--- config.mk ---
export PLATFORM = sky130hd
export DESIGN_NAME = comparator_sweep
export DESIGN_NICKNAME = d
export VERILOG_FILES = /design/src/rtl/comparator_sweep_pkg.sv /design/src/rtl/comparator_sweep_counter.sv /design/src/rtl/comparator_sweep.sv
export SDC_FILE = /design/constraint.sdc
export NUM_CORES = 1
export LEC_CHECK = 0
export CAP_MARGIN = 5
export CORE_AREA = 2 2 55 57
export CTS_CLUSTER_SIZE = 10
export DETAILED_ROUTE_END_ITERATION = 10
export DIE_AREA = 0 0 57 59
export HOLD_SLACK_MARGIN = 0.12
export PLACE_DENSITY = 0.82
export SYNTH_ARGS = -nofsm -noshare
export SYNTH_HDL_FRONTEND = slang
export SYNTH_SLANG_ARGS = --single-unit
--- constraint.sdc ---
create_clock -name clk -period 4.3 [get_ports clk]
set_input_delay 1.29 -clock clk [delete_from_list [all_inputs] [get_ports clk]]
set_output_delay 1.29 -clock clk [all_outputs]
set_load 0.02 [all_outputs]
--- src/rtl/comparator_sweep_pkg.sv ---
// Shared types and helpers for the exhaustive comparator sweep.
package comparator_sweep_pkg;

  typedef enum logic [2:0] {
    ST_IDLE,
    ST_DRIVE,
    ST_SAMPLE,
    ST_EMIT,
    ST_DONE
  } state_t;

  // Bits needed to count 0..value-1, never less than one.
  function automatic int unsigned clog2(input int unsigned value);
    int unsigned result;
    result = 1;
    for (int unsigned i = 1; i < 32; i++) begin
      if ((32'd1 << i) < value) result = i + 1;
    end
    return result;
  endfunction

endpackage

--- src/rtl/comparator_sweep_counter.sv ---
// Operand-pair index {A,B} for the sweep; saturates at the final pair.
module sweep_counter #(
  parameter int unsigned N = 8
) (
  input  logic         clk,
  input  logic         reset_n,
  input  logic         clear,
  input  logic         incr,
  output logic [N-1:0] index,
  output logic         last
);

  assign last = &index;

  always_ff @(posedge clk) begin
    if (!reset_n) begin
      index <= '0;
    end else if (clear) begin
      index <= '0;
    end else if (incr && !last) begin
      index <= index + 1'b1;
    end
  end

endmodule

--- src/rtl/comparator_sweep.sv ---
// Exhaustive A/B sweep of an external comparator, streaming (A, B, Out) records.
// Optional golden check enabled by defining SWEEP_GOLDEN_EN.
module comparator_sweep
  import comparator_sweep_pkg::*;
#(
  parameter int unsigned WIDTH         = 4,
  parameter int unsigned SETTLE        = 1,
  parameter int unsigned GOLDEN_SIGNED = 0
) (
  input  logic             clk,
  input  logic             reset_n,
  input  logic             start,
  output logic             busy,
  output logic             done,
  output logic [WIDTH-1:0] a_out,
  output logic [WIDTH-1:0] b_out,
  input  logic             cmp_in,
  output logic             res_valid,
  input  logic             res_ready,
  output logic [WIDTH-1:0] res_a,
  output logic [WIDTH-1:0] res_b,
  output logic             res_bit,
  output logic [2*WIDTH:0] ones_count
`ifdef SWEEP_GOLDEN_EN
  ,
  output logic [2*WIDTH:0] err_count,
  output logic             mismatch
`endif
);

  localparam int unsigned IW  = 2 * WIDTH;
  localparam int unsigned OCW = 2 * WIDTH + 1;
  localparam int unsigned CW  = clog2(SETTLE);
  localparam logic [CW-1:0] SETTLE_LAST = CW'(SETTLE - 1);

  state_t          state;
  logic [CW-1:0]   settle_cnt;
  logic [IW-1:0]   index;
  logic            idx_last;
  logic            idx_clear;
  logic            idx_incr;
  logic            accept_start;
  logic            handshake;

  assign accept_start = (state == ST_IDLE) && start;
  assign handshake    = (state == ST_EMIT) && res_valid && res_ready;
  assign idx_clear    = accept_start;
  assign idx_incr     = handshake;

  sweep_counter #(
    .N (IW)
  ) u_index (
    .clk     (clk),
    .reset_n (reset_n),
    .clear   (idx_clear),
    .incr    (idx_incr),
    .index   (index),
    .last    (idx_last)
  );

  // Operands come straight off the index register, so they hold the final pair in IDLE.
  assign a_out = index[IW-1:WIDTH];
  assign b_out = index[WIDTH-1:0];

  always_ff @(posedge clk) begin
    if (!reset_n) begin
      state      <= ST_IDLE;
      busy       <= 1'b0;
      done       <= 1'b0;
      res_valid  <= 1'b0;
      res_bit    <= 1'b0;
      res_a      <= '0;
      res_b      <= '0;
      ones_count <= '0;
      settle_cnt <= '0;
    end else begin
      done <= 1'b0;
      unique case (state)
        ST_IDLE: begin
          if (start) begin
            state      <= ST_DRIVE;
            busy       <= 1'b1;
            ones_count <= '0;
            settle_cnt <= '0;
          end
        end
        ST_DRIVE: begin
          if (settle_cnt == SETTLE_LAST) begin
            state      <= ST_SAMPLE;
            settle_cnt <= '0;
          end else begin
            settle_cnt <= settle_cnt + 1'b1;
          end
        end
        ST_SAMPLE: begin
          res_bit    <= cmp_in;
          res_a      <= a_out;
          res_b      <= b_out;
          ones_count <= ones_count + OCW'(cmp_in);
          res_valid  <= 1'b1;
          state      <= ST_EMIT;
        end
        ST_EMIT: begin
          if (res_ready) begin
            res_valid  <= 1'b0;
            settle_cnt <= '0;
            if (idx_last) begin
              state <= ST_DONE;
              done  <= 1'b1;
            end else begin
              state <= ST_DRIVE;
            end
          end
        end
        ST_DONE: begin
          state <= ST_IDLE;
          busy  <= 1'b0;
        end
        default: state <= ST_IDLE;
      endcase
    end
  end

`ifdef SWEEP_GOLDEN_EN
  logic golden;

  always_comb begin
    golden = 1'b0;
    if (GOLDEN_SIGNED != 0) golden = $signed(a_out) > $signed(b_out);
    else                    golden = a_out > b_out;
  end

  always_ff @(posedge clk) begin
    if (!reset_n) begin
      err_count <= '0;
      mismatch  <= 1'b0;
    end else if (accept_start) begin
      err_count <= '0;
      mismatch  <= 1'b0;
    end else if ((state == ST_SAMPLE) && (cmp_in != golden)) begin
      err_count <= err_count + 1'b1;
      mismatch  <= 1'b1;
    end
  end
`endif

  a_record_held: assert property (@(posedge clk) disable iff (!reset_n)
    (res_valid && !res_ready) |=> (res_valid && $stable(res_a) && $stable(res_b) && $stable(res_bit)));

  a_emit_valid: assert property (@(posedge clk) disable iff (!reset_n)
    (state == ST_EMIT) |-> res_valid);

  a_done_busy: assert property (@(posedge clk) disable iff (!reset_n)
    done |-> busy);

endmodule

==> results of run 1 <==
[cell usage in the layout (no fill, tap or decap), types with 2 or more instances in the layout]
cell / count
clkdlybuf4s50_1: 33
dfxtp_1: 32
nand2_1: 25
a21oi_1: 20
nor2_1: 13
nand3_1: 9
o21ai_0: 6
or3_1: 6
clkbuf_4: 5
nor3_1: 4
and2_1: 4
o31ai_1: 3
or4_1: 3
ha_1: 3
mux2i_1: 2
o211ai_1: 2
nand3b_1: 2
a22oi_1: 2
inv_1: 2
nand4_1: 2
[power groups by stage]
| stage | Combinational (mW) | Sequential (mW) | Clock [mW] |
|---|---|---|---|
| floorplan | 0.0341 | 0.316 | 0 |
| global placement | 0.0509 | 0.314 | 0 |
| detailed placement | 0.0520 | 0.314 | 0 |
| CTS | 0.0521 | 0.307 | 0.162 |
| global route | 0.0574 | 0.308 | 0.172 |
| finish | 0.0520 | 0.307 | 0.157 |
[registers in the layout, summed over array words and instances (netlist names)]
signal / cells
busy: 1
done: 1
ones_count: 9
res_a: 4
res_b: 4
res_bit: 1
res_valid: 1
state: 3
u_index.index: 8
[critical path, cell delays in order]
cell,delay (ns)
clkdlybuf4s50_1,0.50
and3_1,0.19
o211ai_1,0.36
or4_1,0.61
a21oi_1,0.15
[kinds of logic after synthesis]
kind of cell               Yosys count  synth area share [%]
xor gates and xnor gates             1                0.6376
buffers and inverters               10                 3.642
and+or+nand+nor                     76                 28.05
adders and majority gates            3                 2.733
muxes                                3                 2.277
AOI/OAI and AO/OA                   37                 16.03
DFF                                 32                 46.63
[metrics by stage]
step	utilization, %	setup WS [ns]	cell area [sq um]
detailed placement	63.16	1.128	1712
floorplan	-	1.911	1374
finish	64.87	1.458	1758
global placement	63.16	1.238	1712
global route	64.87	1.358	1758
CTS	64.87	1.481	1758
[layer usage]
layer  track usage [%]  share of wire (%)  vias to the layer above
met5                 0                  0                        -
li1                  -                  -                      644
met2             32.18                 48                       33
met1             22.15                 45                      607
met3             6.769                4.8                        7
met4             9.635                2.0                        0
[layout make-up]
class	count	area share, %
Tap cell	31	2.206
Inverter	3	0.6406
Sequential cell	32	36.44
Clock inverter	1	0.2847
Clock buffer	6	2.349
Timing Repair Buffer	34	19.22
Multi-Input combinational cell	120	38.86
[path summary, 6_finish.rpt]
path                                        from               end  slack [ns]  cells after the start
worst max-delay path                   res_ready  u_index.index[7]        1.46                      5
worst min-delay path                    res_b[0]          res_b[0]        0.47                      2
worst max register to register  u_index.index[0]  u_index.index[1]        2.32                      5
worst min register to register          res_b[0]          res_b[0]        0.47                      2
==> flow_summary.ini, run 1 <==
[clock_network]
cts_made_buffers = 5
cts_resized = 0
clk_pin_slew_ns = 0.09
clkLatencyLatePin_ns = 0.34
clock-root-buffer = clkbuf_4
htreeDepth = 2
cts_tree = yes
cts_setup_buffers = 0
clockBufferDepth = 2
cts.sink_count = 32
ctsHoldBuffers = 0

[sta]
rsz0062_at_grt = false
slew_violations = 0
slew_headroom_pct = 38.15
tightestPinTransition_ns = 0.9238
layout_min_cycle_time_ns = 2.842
fmax_ghz = 0.3519
period_share_pct = 66.08
setup_viol = 0
whs_ns = 0.4654
setup_tns_ns = 0
skew_ns = 0.01296
hold_viol = 0

[final_layout]
multi_input_area_sq_um = 683.2
area_growth_pct = 27.96
n_fill_cell = 262
fin_cells = 227
final_nets = 204
diodes = 0
ff_latch_area_sq_um = 640.6
final_layout_size_suffix_gt1_share_pct = 5.102

[pwr]
p_clk_share_pct = 30.4
seq_power_share_pct = 59.5
combPwrFrac_pct = 10.1
intPower_uw = 381.8
power.share.switching_pct = 26.03
peakVddDrop_mv = 0.2297
switchingPower_uw = 134.3
p_leak_nw = 0.5820
power_density_mw_per_mm2 = 293.6
p_total_uw = 516.2

[yosys]
async_flop_share_pct = 0
post-synth-top-count-cell = dfxtp_1
synthTopCellsByArea = dfxtp_1 (47%), a21oi_1 (7.3%), nand2_1 (6.8%), nor2_1 (3.6%), nand3_1 (3.3%)
syn_area_sq_mm = 0.001374
synth_edf_count = 0
seq_area_frac_synth_pct = 46.63
yosys_warnings = 0
synth_commonest_cells = dfxtp_1 (32), nand2_1 (25), a21oi_1 (20), nor2_1 (13), nand3_1 (9)
syn-num-nets = 170
ys_seq_elements = 32
syn_area_per_cell_sq_um = 8.480
yosysTopAreaCell = dfxtp_1
netlist.area_leader.share_pct = 46.63
ys.flop_type = dfxtp_1
syn_inst = 162
synth_cell_types = 37

[global_route]
grt_remaining_overflow = 0
grtUsageTotal_pct = 19.32
grt_pass1_vias = 1127
grt_pass1_wl_mm = 4.961
antenna_found_initial = 0
grt_max_degree = 20

[setup_path]
critPathKind = input pin to flip-flop
end_kind = flip-flop
crit_required_ns = 4.57
critPathArrivalTime_ns = 3.11
crit_fanout = 14
cp-start-kind = input pin

[placement]
dp_hpwl_mm = 2.177
globalplace.congestion = 0.7966
dp.cells = 220
port_buffers = 33

[detailed_routing]
routed_wl_mm = 3.077
dr.pass1.iters = 4
viasPerCell = 5.687
vias = 1291
first_iter_violations = 37
wl_per_cell_um = 13.56
drc = 0
ant_nets = 0

[floorplanning]
row_count = 19
io_pins = 34
die_x_um = 57
start_util_pct = 50.69
core_area_sq_mm = 0.002710
dieHeight_um = 59
die_area_sq_mm = 0.003363

[job]
drv_cap = 0

[worst_hold_path]
hp-class = flip-flop to flip-flop

[outcome]
status = finished clean
Power figures use the tool's default switching activity.
==> inputs of run 2 (changes only) <==
Settings changed: CORE_AREA 2 2 55 57 to 2 2 57 59, DIE_AREA 0 0 57 59 to 0 0 59 61, PLACE_DENSITY 0.82 to 0.77.
Clock period 4.3 ns to 2.8 ns, I/O delays scaled along.
==> run 2 against run 1 <==
  * Worst hold slack worse by 0.0040 ns
  * Via count increased by 2.2%
  * Global-route usage down 0.30 points
  * Clock power increased by 54%
  * Wire length grew 2.8%
  * Sequential share of layout area fell by 0.36 points
  * Clock skew fell by 0.010 ns
  * Register-to-register slack worse by 1.4 ns
  * Non-clock buffer count increased by 2
  * Sequential power is 54% higher
  * Final cell count up 1.8%
  * Critical endpoint is now b_out[2]
  * Highest routed layer unchanged
==> flow_summary.ini, run 2 (synthesis gave the netlist of run 1 again) <==
[outcome]
status = finished clean

[placement]
dp_hpwl_mm = 2.276
port_buffers = 33
pre_cts_slack_ns = 0.2279
place_area_sq_mm = 0.001729
globalplace.congestion = 0.9323

[global_route]
grt_pass1_vias = 1183
antenna_found_initial = 0
grtUsageTotal_pct = 19.02
grt_remaining_overflow = 0
grt_max_degree = 20
grt_pass1_wl_mm = 5.154

[sta]
layout_min_cycle_time_ns = 2.320
hold_viol = 0
fmax_ghz = 0.4310
tightestPinTransition_ns = 0.6546
setup_viol = 0
whs_ns = 0.4614
worst_slack_ns = 0.4799
slew_headroom_pct = 56.27
rsz0062_at_grt = false
setup_tns_ns = 0
slew_violations = 0
skew_ns = 0.002977
period_share_pct = 82.86

[detailed_routing]
wl_per_cell_um = 13.70
ant_nets = 0
first_iter_violations = 44
vias = 1320
viasPerCell = 5.714
dr.pass1.iters = 4
routed_wl_mm = 3.164
drc = 0

[job]
drv_cap = 0

[clock_network]
cts.sink_count = 32
ctsHoldBuffers = 0
htreeDepth = 2
cts_setup_buffers = 0
clk_pin_slew_ns = 0.09
clock-root-buffer = clkbuf_4
cts_resized = 0
cts_tree = yes
cts_made_buffers = 5
clockBufferDepth = 2
clkLatencyLatePin_ns = 0.33

[pwr]
power_density_mw_per_mm2 = 447.8
power.share.switching_pct = 26.10
p_leak_nw = 0.5910
seq_power_share_pct = 59.4
peakVddDrop_mv = 0.3162
p_clk_share_pct = 30.4
intPower_uw = 587.5
combPwrFrac_pct = 10.2
switchingPower_uw = 207.5

[setup_path]
cp_top_family = buffers and inverters
startpoint = u_index.index[2]
cp_slowest_cell = clkdlybuf4s50_1
endpoint = b_out[2]
crit_fanout = 8
r2r_slack_ns = 0.89
crit_required_ns = 1.96
critPathKind = flip-flop to primary output
r2r_start = u_index.index[0]
cp-start-kind = flip-flop
worstRegToRegCells = 6
critPathBufInv = 1
slowest_delay_ns = 0.67
critPathArrivalTime_ns = 1.48
end_kind = primary output
cp.depth = 1
rr_endpoint = u_index.index[0]
crit_chain = clkdlybuf4s50_1

[floorplanning]
die_area_sq_mm = 0.003599
die_x_um = 59
io_pins = 34
core_area_sq_mm = 0.002953
dieHeight_um = 61
start_util_pct = 46.53
row_count = 20

[final_layout]
top_regs = ones_count (9), u_index.index (8)
largest_register = ones_count
diodes = 0
final_core_util_pct = 60.13
layout_common_cells = clkdlybuf4s50_1 (33), dfxtp_1 (32), nand2_1 (25)
largest_reg_flops = 9
fin_area_sq_mm = 0.001775
final_layout_size_suffix_gt1_share_pct = 6.061
area_growth_pct = 29.23
final_common_cell = clkdlybuf4s50_1
n_fill_cell = 287
final_nets = 206

[worst_hold_path]
hp-class = flip-flop to flip-flop
[run 2: metal layers]
layer | up-vias | GRT usage (%) | wire [um]
met5 | - | 0 | 0
met4 | 0 | 6.818 | 31
met3 | 6 | 6.397 | 160
met2 | 46 | 31.27 | 1519
met1 | 620 | 23.38 | 1451
li1 | 648 | - | -
[run 2: layout make-up]
type	count	area (sq um)	share of cell area, %
Clock buffer	6	41.29	2.326
Clock inverter	1	5.005	0.2819
Inverter	3	11.26	0.6343
Multi-Input combinational cell	120	683.2	38.48
Sequential cell	32	640.6	36.08
Tap cell	33	41.29	2.326
Timing Repair Buffer	36	352.8	19.87
[run 2: how the worst min path moves through the flow]
stage	startpoint	endpoint	slack, ns	cells after the start
after floorplan	state[2]	busy	0.51	1
after global placement	res_bit	res_bit	0.45	2
after detailed placement	res_bit	res_bit	0.45	2
after CTS	res_bit	res_bit	0.46	2
after global routing	res_b[1]	res_b[1]	0.48	2
final	res_bit	res_bit	0.46	2
[run 2: power by group through the flow]
stage	clock network, mW	registers [mW]	logic, mW
final	0.242	0.472	0.0810
after CTS	0.248	0.472	0.0812
after global placement	0	0.482	0.0797
after floorplan	0	0.485	0.0524
after global routing	0.262	0.474	0.0896
after detailed placement	0	0.483	0.0807
[run 2: stage by stage]
stage	instances	total power, mW
finish	231	0.7950
global route	231	0.8253
CTS	231	0.8009
detailed placement	224	0.5634
global placement	224	0.5616
floorplan	162	0.5370
==> inputs of run 3 (changes only) <==
Settings changed: CORE_AREA 2 2 57 59 to 2 2 60 62, DIE_AREA 0 0 59 61 to 0 0 62 64, PLACE_DENSITY 0.77 to 0.73.
Clock period 2.8 ns to 2.05 ns, I/O delays scaled along.
==> run 3 against run 2 <==
  * Critical path depth did not move
  * Global-route usage shrank 0.48 points
  * Wire length is 3.5% higher
  * Final cell count is 10% higher
  * Die area grew 10%
  * Sequential power grew 36%
  * Clock skew is 0.0078 ns higher
  * Sequential cell count is the same
  * Count of clock-buffer cells in the layout increased by 1
  * Utilization decreased by 1.4 points
  * First-iteration DRC count grew 100%
  * Critical path type unchanged
  * Critical endpoint is now ones_count[1]
  * Highest routed layer unchanged
==> flow_summary.ini, run 3 (synthesis gave the netlist of run 1 again) <==
[outcome]
status = finished clean

[detailed_routing]
first_iter_violations = 88
ant_nets = 0
routed_wl_mm = 3.274
wl_per_cell_um = 12.84
dr.pass1.iters = 4
vias = 1366
viasPerCell = 5.357
drc = 0

[global_route]
antenna_found_initial = 0
grt_pass1_wl_mm = 5.526
grt_pass1_vias = 1272
grt_max_degree = 12
grt_remaining_overflow = 0
grtUsageTotal_pct = 18.54

[final_layout]
final_nets = 216
area_growth_pct = 40.44
final_common_cell = dfxtp_1
final_layout_size_suffix_gt1_share_pct = 11.48
top_regs = ones_count (9), u_index.index (8)
diodes = 0
largest_register = ones_count
final_core_util_pct = 58.74
largest_reg_flops = 9
layout_common_cells = dfxtp_1 (32), nand2_1 (25), a21oi_1 (20), clkdlybuf4s50_1 (20)

[sta]
tightestPinTransition_ns = 0.4291
hold_viol = 0
layout_min_cycle_time_ns = 1.970
setup_viol = 0
fmax_ghz = 0.5076
slew_headroom_pct = 71.27
setup_tns_ns = 0
slew_violations = 0
whs_ns = 0.4594
skew_ns = 0.01080
period_share_pct = 96.10

[floorplanning]
row_count = 21
die_x_um = 62
die_area_sq_mm = 0.003968
core_area_sq_mm = 0.003284
dieHeight_um = 64
io_pins = 34
start_util_pct = 41.83

[pwr]
p_clk_share_pct = 41.3
peakVddDrop_mv = 0.3850
p_total_mw = 1.308
p_leak_nw = 0.8340
power_density_mw_per_mm2 = 678.0
power.share.switching_pct = 22.69
combPwrFrac_pct = 9.4
switchingPower_uw = 296.8
seq_power_share_pct = 49.2
intPower_mw = 1.011

[clock_network]
clkLatencyLatePin_ns = 0.34
cts.sink_count = 32
cts_made_buffers = 5
htreeDepth = 2
clk_pin_slew_ns = 0.10
clock-root-buffer = clkbuf_4
ctsHoldBuffers = 0
cts_tree = yes
clockBufferDepth = 2

[worst_hold_path]
holdPathEnd = res_b[3]
hold_depth = 2
hp-class = flip-flop to flip-flop
worstHoldStart = res_b[3]

[setup_path]
rr_endpoint = u_index.index[1]
cp_slowest_cell = clkdlybuf4s50_1
critPathKind = flip-flop to primary output
r2r_start = u_index.index[1]
crit_required_ns = 1.43
crit_chain = clkdlybuf4s50_1
critPathBufInv = 1
cp_top_family = buffers and inverters
worstRegToRegCells = 7
crit_fanout = 4
critPathArrivalTime_ns = 1.36
cp-start-kind = flip-flop
slowest_delay_ns = 0.62
r2r_slack_ns = 0.16
end_kind = primary output

[placement]
port_buffers = 33
dp_hpwl_mm = 2.428
globalplace.congestion = 0.8911

[job]
drv_cap = 0
## run 3: cell types whose count changed in the layout (fill, tap and decap cells not counted)
| cell | change |
|---|---|
| dlymetal6s2s_1 | +8 |
| clkdlybuf4s50_1 | -13 |
| clkbuf_8 | +2 |
| buf_4 | +10 |
| bufinv_16 | +1 |
| clkbuf_1 | -1 |
| dlygate4sd2_1 | +5 |
| clkinv_2 | -1 |
## run 3: what timing repair did
| item | 4_1_cts | 5_1_grt |
|---|---|---|
| pin swaps | 0 | 1 |
| resized for setup | 5 | 8 |
| buffers inserted | 0 | 1 |
| endpoints found under the setup margin | 5 | 9 |
## run 3: routing by layer
layer  GRT usage (%)  up-vias  share of wire [%]
met4           7.447        0                1.9
met1           23.24      647                 43
met3           7.085        7                5.9
li1                -      668                  -
met5               0        -                  0
met2           27.99       44                 49
## run 3: final cells by class
class                   instances  area, sq um
multi-input cells             120        683.2
clock buffers                   7        65.06
well taps                      46        57.56
flip-flops and latches         32        640.6
repair buffers                 46        441.7
inverters                       3        11.26
clock inverters                 1        30.03
fillers                       315         1355
## run 3: power by group through the flow
stage | combinational [mW] | sequential, mW | clock [mW]
4_1_cts | 0.124 | 0.644 | 0.553
3_5_place_dp | 0.124 | 0.658 | 0
6_report | 0.123 | 0.644 | 0.541
5_1_grt | 0.138 | 0.647 | 0.578
3_3_place_gp | 0.122 | 0.658 | 0
2_1_floorplan | 0.0715 | 0.662 | 0
## run 3: per-stage QoR
stage | cell area [sq um] | std cells | worst slack (ns)
global route | 1929 | 255 | -0.01013
floorplan | 1374 | 162 | 0.3357
finish | 1929 | 255 | 0.07989
detailed placement | 1813 | 246 | -0.2249
global placement | 1813 | 246 | -0.1692
CTS | 1902 | 254 | 0.01349
## run 3: worst max-delay path by stage
| stage | startpoint | endpoint | slack, ns | cells past startpoint |
|---|---|---|---|---|
| floorplan | start | ones_count[2] | 0.34 | 5 |
| global placement | res_ready | u_index.index[3] | -0.17 | 6 |
| detailed placement | res_ready | u_index.index[4] | -0.22 | 6 |
| CTS | u_index.index[5] | a_out[1] | 0.01 | 1 |
| global route | u_index.index[0] | u_index.index[1] | -0.01 | 7 |
| finish | ones_count[1] | ones_count[1] | 0.08 | 1 |
## run 3: worst reg2reg max path, stage by stage (launching register included)
cell	delay [ns]
dfxtp_1	0.42
ha_1	0.25
nand3_1	0.11
o211ai_1	0.41
buf_4	0.23
buf_4	0.13
mux2i_1	0.18
nor2_1	0.06
